### src/rtl/mul_arb_pkg.sv
// Shared types and helpers for the multiplier-sharing round-robin arbiter.
// Tags are sized for the largest supported requester count (16).
package mul_arb_pkg;

   localparam int STAT_W  = 16;
   localparam int TAG_IDW = 4;
   localparam int TAG_N   = 1 << TAG_IDW;

   typedef struct packed {
      logic               valid;
      logic [TAG_IDW-1:0] id;
   } mul_tag_t;

   // Unused upper request bits are zero, so a mod-16 search matches a mod-NREQ search.
   function automatic mul_tag_t rr_first(input logic [TAG_N-1:0] valid,
                                         input logic [TAG_IDW-1:0] ptr);
      mul_tag_t           r;
      logic [TAG_IDW-1:0] idx;
      r = '0;
      for (int unsigned k = 0; k < TAG_N; k++) begin
         idx = ptr + TAG_IDW'(k);
         if (!r.valid && valid[idx]) begin
            r.valid = 1'b1;
            r.id    = idx;
         end
      end
      return r;
   endfunction

endpackage

### src/rtl/mul_share_arb_pick.sv
// Round-robin requester selection and the rr_ptr register.
import mul_arb_pkg::*;

module mul_rr_pick #(
   parameter int NREQ = 4
) (
   input  logic            clk,
   input  logic            reset,
   input  logic            hold,
   input  logic [NREQ-1:0] req_valid,
   output logic [NREQ-1:0] req_ready,
   output mul_tag_t        grant
);

   localparam int IDW = $clog2(NREQ);

   logic [IDW-1:0] rr_ptr;
   mul_tag_t       pick;

   always_comb begin
      pick      = rr_first(TAG_N'(req_valid), TAG_IDW'(rr_ptr));
      grant     = '0;
      req_ready = '0;
      if (!reset && !hold && pick.valid) begin
         grant = pick;
      end
      for (int unsigned i = 0; i < NREQ; i++) begin
         req_ready[i] = grant.valid && (grant.id == TAG_IDW'(i));
      end
   end

   always_ff @(posedge clk) begin
      if (reset) begin
         rr_ptr <= '0;
      end else if (grant.valid) begin
         rr_ptr <= (grant.id == TAG_IDW'(NREQ-1)) ? '0 : IDW'(grant.id + 1'b1);
      end
   end

endmodule

### src/rtl/mul_share_arb.sv
// Shares one pipelined multiplier among NREQ requesters, routing products back by tag.
// Optional per-requester grant counters: define MUL_ARB_STATS_EN.
import mul_arb_pkg::*;

module mul_share_arb #(
   parameter int BITLEN  = 17,
   parameter int NREQ    = 4,
   parameter int MUL_LAT = 2
) (
   input  logic                   clk,
   input  logic                   reset,
   input  logic                   hold,
   input  logic [NREQ-1:0]        req_valid,
   output logic [NREQ-1:0]        req_ready,
   input  logic [NREQ*BITLEN-1:0] req_a,
   input  logic [NREQ*BITLEN-1:0] req_b,
   output logic [BITLEN-1:0]      mul_a,
   output logic [BITLEN-1:0]      mul_b,
   input  logic [2*BITLEN-1:0]    mul_c,
   output logic [NREQ-1:0]        rsp_valid,
   output logic [2*BITLEN-1:0]    rsp_c,
   output logic                   busy
`ifdef MUL_ARB_STATS_EN
   ,
   output logic [NREQ*STAT_W-1:0] grant_cnt
`endif
);

   mul_tag_t grant;
   mul_tag_t tag_q [MUL_LAT];

   mul_rr_pick #(.NREQ(NREQ)) u_pick (
      .clk       (clk),
      .reset     (reset),
      .hold      (hold),
      .req_valid (req_valid),
      .req_ready (req_ready),
      .grant     (grant)
   );

   // Idle multiplier inputs are driven to zero to keep them from toggling.
   always_comb begin
      mul_a = '0;
      mul_b = '0;
      for (int unsigned i = 0; i < NREQ; i++) begin
         if (req_ready[i]) begin
            mul_a = req_a[i*BITLEN +: BITLEN];
            mul_b = req_b[i*BITLEN +: BITLEN];
         end
      end
   end

   always_ff @(posedge clk) begin
      if (reset) begin
         for (int unsigned k = 0; k < MUL_LAT; k++) begin
            tag_q[k] <= '0;
         end
      end else begin
         tag_q[0] <= grant;
         for (int unsigned k = 1; k < MUL_LAT; k++) begin
            tag_q[k] <= tag_q[k-1];
         end
      end
   end

   always_comb begin
      busy = 1'b0;
      for (int unsigned k = 0; k < MUL_LAT; k++) begin
         busy = busy | tag_q[k].valid;
      end
      for (int unsigned i = 0; i < NREQ; i++) begin
         rsp_valid[i] = tag_q[MUL_LAT-1].valid && (tag_q[MUL_LAT-1].id == TAG_IDW'(i));
      end
   end

   assign rsp_c = mul_c;

`ifdef MUL_ARB_STATS_EN
   logic [STAT_W-1:0] cnt_q [NREQ];

   always_ff @(posedge clk) begin
      for (int unsigned i = 0; i < NREQ; i++) begin
         if (reset) begin
            cnt_q[i] <= '0;
         end else if (req_ready[i] && (cnt_q[i] != '1)) begin
            cnt_q[i] <= cnt_q[i] + 1'b1;
         end
      end
   end

   always_comb begin
      for (int unsigned i = 0; i < NREQ; i++) begin
         grant_cnt[i*STAT_W +: STAT_W] = cnt_q[i];
      end
   end
`endif

endmodule

### config.mk
export PLATFORM = sky130hd
export DESIGN_NAME = mul_share_arb
export DESIGN_NICKNAME = d
export VERILOG_FILES = /design/src/rtl/mul_arb_pkg.sv /design/src/rtl/mul_share_arb_pick.sv /design/src/rtl/mul_share_arb.sv
export SDC_FILE = /design/constraint.sdc
export NUM_CORES = 1
export LEC_CHECK = 0
export BUFFER_PORTS_ARGS = -buffer_cell sky130_fd_sc_hd__buf_4
export CAP_MARGIN = 0
export CORE_MARGIN = 2
export CORE_UTILIZATION = 25
export CTS_CLUSTER_DIAMETER = 30
export DETAILED_ROUTE_END_ITERATION = 16
export GPL_TIMING_DRIVEN = 0
export HOLD_SLACK_MARGIN = 0.08
export PLACE_DENSITY = 0.63
export SETUP_SLACK_MARGIN = 0.1
export SYNTH_ARGS = -nofsm -noshare
export SYNTH_HDL_FRONTEND = slang
export SYNTH_SLANG_ARGS = --single-unit
### constraint.sdc
create_clock -name clk -period 5.4 [get_ports clk]
set_input_delay 0.27 -clock clk [delete_from_list [all_inputs] [get_ports clk]]
set_output_delay 0.27 -clock clk [all_outputs]
set_load 0.02 [all_outputs]
# == After elaboration in Yosys (flattened, before gate mapping) ==
# Memories as Yosys holds them, arrays and structs flattened.
# Index checks and enable logic that the tools add are counted.
# Widths: inputs -> output; s select.
# word_totals
mem_bits_rw,10
out_inout_bits,77
memories,1
regBits,2
elab_cells,150
input_bits,177
# mem_list
memory,words,word_bits,read_ports,rd_clocked_by_memory_dff,write_ports,line,rtl
tag_q,2,5,2,0,2,mul_share_arb.sv:30,mul_tag_t tag_q [MUL_LAT];
# classes
bitwise_logic,3
n_reduce_logical,44
eq_ne,6
mux,63
magnitude_cmp,16
add_sub_neg,16
# op_table
operator,n
$mux 17,8
$mux 5,19
$lt 4x5->1 const B,15
$bmux 1 s4,15
$logic_and 1x1->1,25
$mux 1,19
$logic_not 1->1,17
$add 2x3->4 const B,4
$add 2x4->4 const B,4
$eq 4x2->1 const B,4
$add 3x3->4 const B,2
$eq 4x1->1 const B,2
$logic_not 4->1,2
$add 2x2->3 const B,2
$lt 2x5->1 const B,1
$add 3x1->4 const B,1
$add 3x2->4 const B,1
$add 2x1->3 const B,1
$or 1x1->1,3
$add 2x1->2 const B,1
$bmux 1 s2,1
$mux 2,1

# == Longest topological paths before layout ==
# depth
depth_word,56
depth_mapped,19
depth_no_buf,13

# == Cells and area by module ==
# From an unflattened synthesis, not the netlist that was laid out.
# unflattened
cells_unflattened,262
hier_area_um2,2052.0
# modules_own_cells
mod,area_each_um2,seq_area_each_um2,instances,cells_per_inst
mul_share_arb,1381.3,200.2,1,188
mul_rr_pick,670.6,40.0,1,74

# == Least setup slack after synthesis ==
# Ideal clock, no wire load.
# synth_path
kind,register -> output
start,reg u_pick.rr_ptr[0]
end,out mul_b[2]
t_arrival_ns,3.898
required_time_ns,5.130
path_stages_with_launch,20
path_buffers,6
path_slack_ns,1.232
cell_sequence,dfxtp_1 > buf_4 > buf_6 > inv_1 > ha_1 > buf_6 > mux2_4 > mux2i_4 > nor4b_4 > nor3_2 > mux2_1 > ha_1 > clkbuf_1 > nor2b_1 > clkbuf_1 > clkbuf_1 > a221oi_1 > nor3_1 > a21oi_1 > nor2_1
# synth_lines
item,line,rtl
from (decl),mul_share_arb_pick.sv:17,logic [IDW-1:0] rr_ptr;
from (signal assigned),mul_share_arb_pick.sv:36,rr_ptr <= (grant.id == TAG_IDW'(NREQ-1)) ? '0 : IDW'(grant.id + 1'b1);
to (decl),mul_share_arb.sv:18,"output logic [BITLEN-1:0] mul_b,"

==> summary.txt <==
remaining routing DRC violations -> 0
smallest setup slack after layout -> 533 ps
worst-path cell chain -> buf_4 -> buf_6 -> inv_1 -> ha_1 -> buf_6 -> mux2_4 -> mux2i_4 -> mux2i_1 -> a2bb2oi_2 -> a311oi_1 -> ha_1 -> clkbuf_1 -> clkbuf_1 -> clkbuf_1 -> a21oi_1 -> nor2_1 -> buf_4
Post CTS Setup Buffer Count -> 0
die width -> 99.5 um
DR vias -> 3216
most numerous cell in the Yosys netlist -> sky130_fd_sc_hd__nor2_1
sequential area share after synthesis -> 10.5%
insertion delay of the later-clocked pin in the worst-skew pair -> 240 ps
clock-pin slew on the worst setup and hold paths -> 50 ps
Global Route Usage Sum -> 19.7%
Hold Crit Class -> input port to flip-flop
setup TNS -> 0 ps
number of enable-type register cells in the synthesized netlist -> 0
dominant synthesized flop cell -> sky130_fd_sc_hd__dfxtp_1
critical path capture point type -> primary output
Post-Syn Instances -> 332
Chip Height -> 99.5 um
total power consumption of the routed design -> 1260 uW
# Max-Cap Violations -> 0
clock tree from TritonCTS -> yes
number of instances on the worst hold path -> 3
WP buf/inv -> 8
Worst Path Required -> 5130 ps
count of synthesis-stage warnings from yosys -> 0
Setup crit start -> u_pick.rr_ptr[0]$_SDFFE_PP0P_
I/O pins -> 254
post-detailed-route count of antenna-violating nets -> 0
highest achievable clock rate -> 205 MHz
pin count of the biggest net entering global routing -> 11
post-synthesis sequential element count -> 12
DRT Pass-1 Iters -> 4
minimum clock period after layout -> 4870 ps
vias in the first global route -> 3273
unique cell type count in the Yosys netlist -> 43
worst reg-to-reg path cell count -> 13
total power divided by cell area -> 306 nW/um^2
clock net sink count -> 12
Final setup viols -> 0
largest stage delay on the critical path -> 450 ps
final hold viol count -> 0
FF-to-FF Start -> u_pick.rr_ptr[0]$_SDFFE_PP0P_
Synth area leaders -> sky130_fd_sc_hd__a221oi_1, sky130_fd_sc_hd__buf_4, sky130_fd_sc_hd__nor2b_1, sky130_fd_sc_hd__dfxtp_1, sky130_fd_sc_hd__nor3_1
status -> finished clean
worst hold margin -> 380 ps
root buffer cell -> sky130_fd_sc_hd__clkbuf_8
static leakage power -> 0.00201 uW
vias per cell -> 4.84
kind of cell with the highest combined delay on the critical path -> buffers and inverters
share of cells above drive strength 1 -> 50.1%
maximum buffer depth of the clock tree -> 2
routability congestion estimate from global placement -> 0.838
CP max stage cell -> sky130_fd_sc_hd__a311oi_1
Synth-to-Final Area Change -> 81.0%
netlist area before placement -> 2280 um^2
antenna violations before repair -> 1
period utilisation layout -> 90.1%
Setup Skew -> 0.824 ps
floorplan row count -> 34
Synth area leader -> sky130_fd_sc_hd__a221oi_1
Post-synth top cells -> sky130_fd_sc_hd__nor2_1, sky130_fd_sc_hd__nor2b_1, sky130_fd_sc_hd__a221oi_1, sky130_fd_sc_hd__nor3_1, sky130_fd_sc_hd__buf_4
number of port buffers -> 218
worst ir drop on vdd -> 0.106 mV
placed wire-length estimate -> 8.97 mm
aggregate routed wire length -> 10.6 mm
number of nets in the layout -> 739
kind of start point of the critical path -> flip-flop
initial drt markers -> 91
initial standard-cell utilization of the core -> 26.0%
number of pins exceeding their max-slew limit in the final report -> 0
setup repair after global routing missed its margin -> false
worst slew margin relative to its limit -> 60.2%
pre-CTS setup slack -> 410 ps
Stages on worst setup path -> 17
post-detailed-route wirelength per cell -> 15.9 um
Hold Path Origin -> hold
Total Die Area -> 9900 um^2
data arrival at the endpoint of the critical path -> 4600 ps
maximum level of the CTS H-tree -> 1
final cell area excluding filler cells -> 4130 um^2
largest fanout on the critical path -> 10
gr ovfl total -> 0
measured slew at the worst slew-check pin -> 597 ps
Synth async-reset ratio -> 0%
category of the critical setup timing path -> flip-flop to primary output
cell area after placement -> 4060 um^2
placeable core region -> 8760 um^2
Avg Cell Area, Syn -> 6.87 um^2
top cell type's share of synthesized area -> 13.8%
cell seen most often among critical-path stages -> sky130_fd_sc_hd__clkbuf_1
global-route wire length before repair -> 16.0 mm
number of buffers created by CTS -> 3
==> kinds of logic after synthesis <==
family | share of synthesized area [%]
AND/OR/NAND/NOR | 35.0
buffers and inverters | 18.0
AO/OA/AOI/OAI | 26.1
adder cells (fa/ha/maj) | 3.29
other | 0.164
flip-flops | 10.5
multiplexers | 6.92
==> cell usage in the layout (no fill, tap or decap), types with 5 or more instances in the layout <==
cell | Yosys | layout
sky130_fd_sc_hd__a21oi_1 | 34 | 34
sky130_fd_sc_hd__a221oi_1 | 36 | 35
sky130_fd_sc_hd__and2_1 | 5 | 5
sky130_fd_sc_hd__buf_4 | 35 | 253
sky130_fd_sc_hd__clkbuf_1 | 25 | 20
sky130_fd_sc_hd__clkbuf_2 | 0 | 5
sky130_fd_sc_hd__dfxtp_1 | 12 | 12
sky130_fd_sc_hd__ha_1 | 6 | 6
sky130_fd_sc_hd__mux2i_1 | 6 | 6
sky130_fd_sc_hd__nand2_1 | 7 | 7
sky130_fd_sc_hd__nor2_1 | 42 | 42
sky130_fd_sc_hd__nor2b_1 | 41 | 41
sky130_fd_sc_hd__nor3_1 | 36 | 36
==> worst paths after layout <==
check | slack (ps) | end
setup / recovery | 530 | mul_a[14]
hold / removal | 380 | tag_q[0][1]$_SDFF_PP0_
setup reg to reg | 2400 | u_pick.rr_ptr[1]$_SDFFE_PP0P_
hold reg to reg | 430 | tag_q[0][7]$_SDFF_PP0_
==> layout make-up <==
| class | instances | area, um^2 |
|---|---|---|
| flip-flops and latches | 12 | 240 |
| well taps | 108 | 135 |
| multi-input cells | 251 | 1640 |
| fillers | 885 | 4640 |
| clock buffers | 4 | 55.1 |
| plain buffers | 65 | 398 |
| inverters | 5 | 18.8 |
| diodes | 1 | 2.50 |
| repair buffers | 218 | 1640 |
==> per-stage QoR <==
stage	util (%)	cells
detailed placement	46.3	659
CTS	46.9	663
floorplan	-	333
global route	47.1	664
global placement	46.3	659
finish	47.1	664
==> report_power, final <==
| group | leakage [uW] | switching [uW] | total, uW | internal [uW] |
|---|---|---|---|---|
| logic | 0.00188 | 559 | 1060 | 496 |
| clock network | 0.0000288 | 30.6 | 94.8 | 64.2 |
| registers | 0.0000991 | 8.37 | 111 | 103 |
| total | 0.00201 | 598 | 1260 | 663 |
==> routing by layer <==
layer,track usage (%),vias up,share of wire (%)
li1,-,1618,-
met1,25.2,1449,40
met2,34.9,139,52
met3,3.02,10,6.5
met4,4.53,0,1.1
met5,0,-,0
==> worst reg2reg max path, cell delays in order (launching register included) <==
cell and delay (ps):
sky130_fd_sc_hd__dfxtp_1 330, sky130_fd_sc_hd__buf_4 190, sky130_fd_sc_hd__buf_6 160, sky130_fd_sc_hd__inv_1 90
sky130_fd_sc_hd__ha_1 310, sky130_fd_sc_hd__buf_6 150, sky130_fd_sc_hd__mux2_4 330, sky130_fd_sc_hd__mux2i_4 210
sky130_fd_sc_hd__mux2i_1 250, sky130_fd_sc_hd__a2bb2oi_2 100, sky130_fd_sc_hd__a311o_1 370, sky130_fd_sc_hd__ha_1 280
sky130_fd_sc_hd__nand2_1 60, sky130_fd_sc_hd__o31ai_1 60
==> state kept, by name (all words and copies together) (netlist names) <==
register,flops
tag_q,10
u_pick.rr_ptr,2
==> repair_timing <==
action,in CTS,in global routing
endpoints found under the hold margin,0,0
setup endpoints to repair,0,30
resized for setup,0,11
hold buffers,0,0
No activity file was read; power rests on OpenSTA's default activity.
